**src/rtl/cla_2_pkg.sv**
```systemverilog
// Shared constants for the 2-bit registered carry-lookahead block.
// The optional carry-out port is controlled by the macro CLA_2_COUT_EN.
package cla_2_pkg;

  localparam int CLA_W = 2;

  localparam logic [CLA_W-1:0] S_RST     = '0;
  localparam logic             G_RST     = 1'b0;
  localparam logic             P_RST     = 1'b0;
  localparam logic             COUT_RST  = 1'b0;
  localparam logic             VALID_RST = 1'b0;

endpackage : cla_2_pkg

```
**src/rtl/cla_2_gp.sv**
```systemverilog
// Single-bit generate/propagate cell used once per operand bit.
module cla_2_gp (
  input  logic a_i,
  input  logic b_i,
  output logic g_i,
  output logic p_i
);

  assign g_i = a_i & b_i;
  assign p_i = a_i ^ b_i;

endmodule : cla_2_gp

```
**src/rtl/cla_2.sv**
```systemverilog
// 2-bit carry-lookahead adder with registered sum, group G/P and valid flag.
// Defining CLA_2_COUT_EN adds a registered carry-out port c_out.
module cla_2
  import cla_2_pkg::*;
(
  input  logic             clk,
  input  logic             rst,
  input  logic [CLA_W-1:0] a,
  input  logic [CLA_W-1:0] b,
  input  logic             c_in,
  input  logic             in_valid,
  output logic [CLA_W-1:0] s,
  output logic             g_out,
  output logic             p_out,
`ifdef CLA_2_COUT_EN
  output logic             c_out,
`endif
  output logic             out_valid
);

  logic [CLA_W-1:0] g;
  logic [CLA_W-1:0] p;

  genvar gi;
  generate
    for (gi = 0; gi < CLA_W; gi++) begin : g_bit
      cla_2_gp u_gp (
        .a_i (a[gi]),
        .b_i (b[gi]),
        .g_i (g[gi]),
        .p_i (p[gi])
      );
    end
  endgenerate

  // Lookahead: c1 comes straight from bit-0 G/P, group terms ignore c_in.
  logic             c1;
  logic [CLA_W-1:0] sum_c;
  logic             grp_g_c;
  logic             grp_p_c;

  assign c1      = g[0] | (p[0] & c_in);
  assign sum_c   = {p[1] ^ c1, p[0] ^ c_in};
  assign grp_g_c = g[1] | (p[1] & g[0]);
  assign grp_p_c = p[1] & p[0];

  logic [CLA_W-1:0] s_q, s_d;
  logic             g_q, g_d;
  logic             p_q, p_d;
  logic             valid_q, valid_d;

  always_comb begin
    s_d     = s_q;
    g_d     = g_q;
    p_d     = p_q;
    valid_d = in_valid;
    if (in_valid) begin
      s_d = sum_c;
      g_d = grp_g_c;
      p_d = grp_p_c;
    end
  end

  always_ff @(posedge clk or posedge rst) begin
    if (rst) begin
      s_q     <= S_RST;
      g_q     <= G_RST;
      p_q     <= P_RST;
      valid_q <= VALID_RST;
    end else begin
      s_q     <= s_d;
      g_q     <= g_d;
      p_q     <= p_d;
      valid_q <= valid_d;
    end
  end

  assign s         = s_q;
  assign g_out     = g_q;
  assign p_out     = p_q;
  assign out_valid = valid_q;

`ifdef CLA_2_COUT_EN
  logic cout_q, cout_d;

  always_comb begin
    cout_d = cout_q;
    if (in_valid) begin
      cout_d = grp_g_c | (grp_p_c & c_in);
    end
  end

  always_ff @(posedge clk or posedge rst) begin
    if (rst) begin
      cout_q <= COUT_RST;
    end else begin
      cout_q <= cout_d;
    end
  end

  assign c_out = cout_q;
`endif

endmodule : cla_2

```
**config.mk**
```make
export PLATFORM = sky130hd
export DESIGN_NAME = cla_2
export DESIGN_NICKNAME = d
export VERILOG_FILES = /design/src/rtl/cla_2_pkg.sv /design/src/rtl/cla_2_gp.sv /design/src/rtl/cla_2.sv
export SDC_FILE = /design/constraint.sdc
export NUM_CORES = 1
export LEC_CHECK = 0
export ABC_CLOCK_PERIOD_IN_PS = 800
export CORE_AREA = 3 3 40 42
export CTS_CLUSTER_SIZE = 30
export DETAILED_ROUTE_END_ITERATION = 6
export DIE_AREA = 0 0 43 45
export PLACE_DENSITY_LB_ADDON = 0.15
export SETUP_SLACK_MARGIN = 0.2
export SLEW_MARGIN = 20
export SYNTH_ARGS = -nofsm -noshare
export SYNTH_HDL_FRONTEND = slang
export SYNTH_SLANG_ARGS = --single-unit
```
**constraint.sdc**
```tcl
create_clock -name clk -period 0.8 [get_ports clk]
set_input_delay 0.08 -clock clk [delete_from_list [all_inputs] [get_ports clk]]
set_output_delay 0.08 -clock clk [all_outputs]
set_load 0.01 [all_outputs]
```
==> results of run 1 <==
==> state kept, by name, indices dropped and copies added (netlist names) <==
name       count
s              2
g_out          1
p_out          1
out_valid      1
==> layer usage <==
metal,global-route usage,up-vias
li1,-,102
met1,0.0593,106
met2,0.111,13
met3,0.0199,2
met4,0.0904,0
met5,0,-
==> cell type report <==
cell class | count | share of cell area
inverters | 2 | 0.0177
flip-flops and latches | 5 | 0.295
clock buffers | 4 | 0.0619
well taps | 15 | 0.0442
multi-input cells | 12 | 0.327
repair buffers | 15 | 0.254
==> what timing repair did <==
item,in CTS,in global routing
buffers inserted,0,1
endpoints found under the setup margin,9,9
pin swaps,3,1
gates cloned,0,0
gates resized for setup,37,4
==> where the power goes <==
group	internal, uW	switching, uW	total, uW	leakage (uW)
registers	287	17.6	304	0.0000591
logic	134	98.5	232	0.000126
clock network	189	109	298	0.0000150
total	609	225	834	0.000200
==> metrics by stage <==
step,area [um^2],cells,power [uW]
after floorplan,249,19,389
after global placement,403,48,531
after detailed placement,403,48,537
after CTS,402,52,816
after global routing,424,53,885
final,424,53,834
==> cell families (layout without fill, tap and decap cells) <==
group | after synthesis | in the layout | synth area share
compound gates | 4 | 4 | 0.0855
xor+xnor | 1 | 1 | 0.0374
fa+ha+maj | 3 | 3 | 0.192
flops | 5 | 5 | 0.535
mux | 1 | 1 | 0.0642
simple gates | 3 | 3 | 0.0535
buf+inv | 2 | 21 | 0.0321
==> synthesized netlist by cell type <==
cell     instances
dfrtp_1          5
a21oi_1          3
ha_1             2
inv_1            2
nor2_1           2
fa_1             1
mux2_4           1
nand3_1          1
o21ai_0          1
xnor2_1          1
==> how the worst min path moves through the flow <==
stage | start | end
after detailed placement | rst | p_out$_DFFE_PP0P_
after global routing | rst | s[1]$_DFFE_PP0P_
after global placement | rst | s[0]$_DFFE_PP0P_
final | rst | p_out$_DFFE_PP0P_
after floorplan | rst | g_out$_DFFE_PP0P_
after CTS | rst | p_out$_DFFE_PP0P_
==> cell usage in the layout, fill, tap and decap left out, drive strengths merged, types with 2 or more instances in the layout <==
master and n:
buf 11, inv 2, clkdlybuf4s50 2, ha 2
clkbuf 4, dfrtp 5, dlygate4sd2 2, nor2 2
a21oi 3
==> metrics.yaml, run 1 <==
status:
  status: "complete, but fails checks"
  violations: "setup timing"
setup_path:
  critPathTopFamily: "flip-flops"
  r2r_end: "s[0]$_DFFE_PP0P_"
  critical_path_buf_inv_count: 1
  crit_path_end_kind: "flop"
  arrival_time_of_data_at_the_critical_path_endpoint_ns: 1.00
  worstRegToRegCells: 2
  r2r-start: "s[0]$_DFFE_PP0P_"
  ff2ff_setup_slack_ns: -0.07
  startpoint_type: "flop"
  crit_slowest_cell: "dfrtp_1"
  worst_setup_path_startpoint: "s[0]$_DFFE_PP0P_"
  critPathCapture: "s[0]$_DFFE_PP0P_"
  criticalPathCategory: "reg -> reg"
  crit_required_ns: 0.93
  crit_fanout: 2
  crit_path_cell_trace: "buf_4 > mux2_4"
  cp_num_cells: 2
  max_stage_delay_ns: 0.37
floorplanning:
  boundaryPins: 13
  rows: 13
  design.core.area_mm2: 0.00128
  starting_utilization_of_the_core_area: 0.182
  die_area_mm2: 0.00194
  fp.dieH_um: 45
  dieWidth_um: 43
timing:
  period_needed_ns: 0.872
  layout_setup_ws_ns: -0.0715
  hold_ws_ns: 0.0314
  post_route_setup_tns_ns: -0.233
  worst_pin_slew_ns: 0.182
  post-route-period-util: 1.09
  max_freq_mhz: 1150
  setup_repair_after_global_routing_missed_its_margin: "yes"
  fin_skew_ns: 0
  timing.final.max_slew_violations: 0
  slew_headroom: 0.879
  hold_viol_final: 0
  setup_viol: 5
detailed_routing:
  drt_wl_total_um: 566
  met2_length_um: 309
  final_antenna_net_count: 0
  route.top_layer_used: "met4"
  met3_length_um: 71
  number_of_remaining_drc_errors: 0
  viasPerCell: 4.21
  post_drt_wl_per_cell_um: 10.7
  detail_route.iter0.violations: 5
  drt-met1-wl_um: 169
  via_count: 223
  router_iterations_before_antenna_repair: 5
yosys:
  yosys_warnings: 0
  synth_top_area_share: 0.535
  yosys_register_bits: 5
  yosys_top_cell_by_area: "dfrtp_1"
  synthesis.area_per_instance_um2: 12.3
  synth-seq-area-share: 0.535
  synthesized_instance_count: 19
  ys_top_cells_by_area: "dfrtp_1 (53%), ha_1 (11%), fa_1 (8.6%)"
  post_synth_instance_area_um2: 234
  distinct_cell_type_count_after_synthesis: 10
  syn_nets: 30
finish:
  finish.net_count: 50
  ff_latch_area_um2: 125
  n_antenna_cell: 0
  fillers: 140
  multi_input_logic_area_um2: 139
  final_layout_size_suffix_gt1_frac: 0.553
  syn2layout_area_growth_pct: 81.3
  fin_util: 0.330
global_route:
  grt_pass1_vias: 226
  gr-usage-all-layers: 0.0680
  grt-ovfl-total: 0
  grt_antenna_before_repair: 0
  grt_max_degree: 8
  wire_length_of_the_first_global_routing_pass_um: 890
cts:
  clock-root-buffer: "clkbuf_4"
  insertion_delay_ns: 0.24
  cts-root-to-sink-buffers: 2
  clock_sink_count: 5
  total_clock_buffers_created_by_cts: 3
  cts_hold_buf: 0
  clk_pin_slew_worst_paths_ns: 0.04
  tritoncts: "yes"
  htree_num_levels: 1
run:
  maxCapViolCount: 0
place:
  io_buffers: 12
  gp_routability_congestion: 0.682
  dp_hpwl_um: 441
  place_ws_ns: -0.629
worst_hold_path:
  hold_path.class: "in -> async"
power_and_ir_drop:
  power.density_mw_per_mm2: 1970
  vdd_drop_max_mv: 0.527
  leakagePower_uw: 0.000200
Power figures use the tool's default switching activity.
==> run 2, diff against run 1 <==
Settings changed: DONT_BUFFER_PORTS set to 1, SYNTH_HIERARCHICAL set to 1.
==> run 2 against run 1 <==
Net effect: synthesized area shrank 1.1%; register-to-register slack improved by 0.09 ns; clock skew stayed put; the flow finishes with violations (hold timing, setup timing); clock power down 4%; critical path depth decreased by 1; final cell count shrank 13%; clock-buffer cell count is the same; critical path type is now reg -> out; total power shrank 6.1%; global-route usage grew 0.31 points; combinational power fell by 20%; synthesized cell count increased by 5.3%; die area did not move.
==> metrics.yaml, run 2 <==
status:
  status: "complete, but fails checks"  # unchanged
  violations: "hold timing, setup timing"  # was setup timing
yosys:
  ys_top_cells_by_area: "dfrtp_1 (54%), ha_1 (16%), mux2_2 (4.9%)"  # was dfrtp_1 (53%), ha_1 (11%), fa_1 (8.6%)
  syn_nets: 31  # was 30
  synthesized_instance_count: 20  # was 19
  yosys_warnings: 6  # was 0
  ys_async_sr_fraction: 1.00  # unchanged
  distinct_cell_type_count_after_synthesis: 11  # was 10
  synth_top_area_share: 0.541  # was 0.535
  yosys_register_bits: 5  # unchanged
  dominantRegCellSynth: "dfrtp_1"  # unchanged
  synth_top_cells_by_count: "dfrtp_1 (5), ha_1 (3), a21oi_1 (2), inv_1 (2), o21ai_0 (2)"  # was dfrtp_1 (5), a21oi_1 (3), ha_1 (2), inv_1 (2), nor2_1 (2)
  synth-seq-area-share: 0.541  # was 0.535
  post_synth_instance_area_um2: 231  # was 234 um^2
  yosys_top_cell_by_area: "dfrtp_1"  # unchanged
  synth.most_common_cell: "dfrtp_1"  # unchanged
  synth_enable_flop_cells: 0  # unchanged
  synthesis.area_per_instance_um2: 11.6  # was 12.3 um^2
detailed_routing:
  route.top_layer_used: "met3"  # was met4
  final_antenna_net_count: 0  # unchanged
  post_drt_wl_per_cell_um: 11.1  # was 10.7 um
  drt-met1-wl_um: 200  # was 169 um
  number_of_remaining_drc_errors: 0  # unchanged
  met3_length_um: 35  # was 71 um
  met2_length_um: 276  # was 309 um
  via_count: 183  # was 223
  detail_route.iter0.violations: 3  # was 5
  viasPerCell: 3.98  # was 4.21
  drt_wl_total_um: 512  # was 566 um
  router_iterations_before_antenna_repair: 2  # was 5
setup_path:
  crit_path_cell_trace: "buf_6"  # was buf_4 > mux2_4
  max_stage_delay_ns: 0.39  # was 0.37 ns
  crit_slowest_cell: "dfrtp_1"  # unchanged
  arrival_time_of_data_at_the_critical_path_endpoint_ns: 0.75  # was 1.00 ns
  crit_required_ns: 0.72  # was 0.93 ns
  critPathTopFamily: "flip-flops"  # unchanged
  criticalPathCategory: "reg -> out"  # was reg -> reg
  ff2ff_setup_slack_ns: 0.02  # was -0.07 ns
  crit_path_end_kind: "output port"  # was flop
  crit_fanout: 2  # unchanged
  startpoint_type: "flop"  # unchanged
  critical_path_buf_inv_count: 1  # unchanged
power_and_ir_drop:
  vdd_drop_max_mv: 0.728  # was 0.527 mV
  power.density_mw_per_mm2: 1980  # was 1970 mW/mm^2
  leakagePower_uw: 0.000173  # was 0.000200 uW
global_route:
  grt_max_degree: 9  # was 8
  grt_pass1_vias: 205  # was 226
  wire_length_of_the_first_global_routing_pass_um: 924  # was 890 um
  grt_antenna_before_repair: 0  # unchanged
  grt-ovfl-total: 0  # unchanged
  gr-usage-all-layers: 0.0711  # was 0.0680
worst_hold_path:
  hold_path.class: "in -> reg"  # was in -> async
cts:
  cts-root-to-sink-buffers: 2  # unchanged
  htree_num_levels: 1  # unchanged
  cts_hold_buf: 1  # was 0
  total_clock_buffers_created_by_cts: 3  # unchanged
  tritoncts: "yes"  # unchanged
  insertion_delay_ns: 0.24  # about the same
  clk_pin_slew_worst_paths_ns: 0.04  # about the same
  clock_sink_count: 5  # unchanged
  clock-root-buffer: "clkbuf_4"  # unchanged
timing:
  post_route_setup_tns_ns: -0.0807  # was -0.233 ns
  period_needed_ns: 0.831  # was 0.872 ns
  layout_setup_ws_ns: -0.0314  # was -0.0715 ns
  hold_viol_final: 5  # was 0
  setup_repair_after_global_routing_missed_its_margin: "yes"  # unchanged
  fin_skew_ns: 0  # unchanged
  hold_ws_ns: -0.128  # was 0.0314 ns
  worst_pin_slew_ns: 0.195  # was 0.182 ns
  slew_headroom: 0.870  # was 0.879
  setup_viol: 4  # was 5
  max_freq_mhz: 1200  # was 1150 MHz
  timing.final.max_slew_violations: 0  # unchanged
  post-route-period-util: 1.04  # was 1.09
floorplanning:
  design.core.area_mm2: 0.00128  # unchanged
  rows: 13  # unchanged
  boundaryPins: 13  # unchanged
  dieWidth_um: 43  # unchanged
  die_area_mm2: 0.00194  # unchanged
  fp.dieH_um: 45  # unchanged
  starting_utilization_of_the_core_area: 0.180  # was 0.182
run:
  maxCapViolCount: 0  # unchanged
finish:
  n_antenna_cell: 0  # unchanged
  final_common_cell: "dfrtp_1"  # was buf_2
  most-common-layout-cells: "dfrtp_1 (5), ha_4 (3), clkbuf_4 (3), buf_6 (3), buf_4 (3)"  # was buf_2 (8), dfrtp_1 (5), clkbuf_4 (3)
  largest_register_ffs: 2  # unchanged
  fillers: 133  # was 140
  finish.net_count: 43  # was 50
  stdcell_count: 46  # was 53
  final_layout_size_suffix_gt1_frac: 0.516  # was 0.553
  syn2layout_area_growth_pct: 70.8  # was 81.3%
place:
  placed_cells: 40  # was 48
  place_ws_ns: -0.258  # was -0.629 ns
  io_buffers: 0  # was 12
  gp_routability_congestion: 0.653  # was 0.682
  dp_hpwl_um: 418  # was 441 um
run 2: final timing paths:
kind,startpoint,to,cells past startpoint
max in group asynchronous,rst,out_valid$_DFF_PP0_,2
max,s[0]$_DFFE_PP0P_,s[0],1
min in group asynchronous,rst,g_out$_DFFE_PP0P_,2
max reg2reg,s[1]$_DFFE_PP0P_,s[1]$_DFFE_PP0P_,2
min,in_valid,out_valid$_DFF_PP0_,0
min reg2reg,s[0]$_DFFE_PP0P_,s[0]$_DFFE_PP0P_,1
run 2: area by class of cell:
type | instances | area (um^2) | area share
Clock buffer | 4 | 26.3 | 0.0665
Inverter | 2 | 7.51 | 0.0190
Multi-Input combinational cell | 13 | 151 | 0.383
Sequential cell | 5 | 125 | 0.316
Tap cell | 15 | 18.8 | 0.0475
Timing Repair Buffer | 7 | 66.3 | 0.168
run 2: metal layers:
metal / vias up / track usage
met4: 0 / 0.0542
met1: 83 / 0.0709
met3: 0 / 0.0518
met2: 5 / 0.102
met5: - / 0
li1: 95 / -
run 2: kinds of logic after synthesis:
kind of cell	share of synthesized area
adders and majority gates	0.162
buffers and inverters	0.0324
AOI/OAI and AO/OA	0.124
muxes	0.0486
DFF	0.541
and+or+nand+nor	0.0919
run 2: where the power goes:
part           internal [uW]  leakage, uW  switching [uW]  total, uW
logic                    124    0.0000975            61.4        185
clock network            188    0.0000150            97.6        286
registers                286    0.0000600            26.4        313
run 2: repair_timing:
action | CTS | global route
cloned | 0 | 0
gates resized for setup | 3 | 4
hold endpoints to repair | 10 | 5
buffers inserted | 1 | 0
endpoints found under the setup margin | 9 | 9
run 2: metrics by stage:
step / instance area, um^2 / utilization / total power [uW]
finish: 395 / 0.308 / 784
global route: 395 / 0.308 / 859
CTS: 384 / 0.299 / 798
detailed placement: 329 / 0.256 / 464
global placement: 329 / 0.256 / 462
floorplan: 273 / - / 400
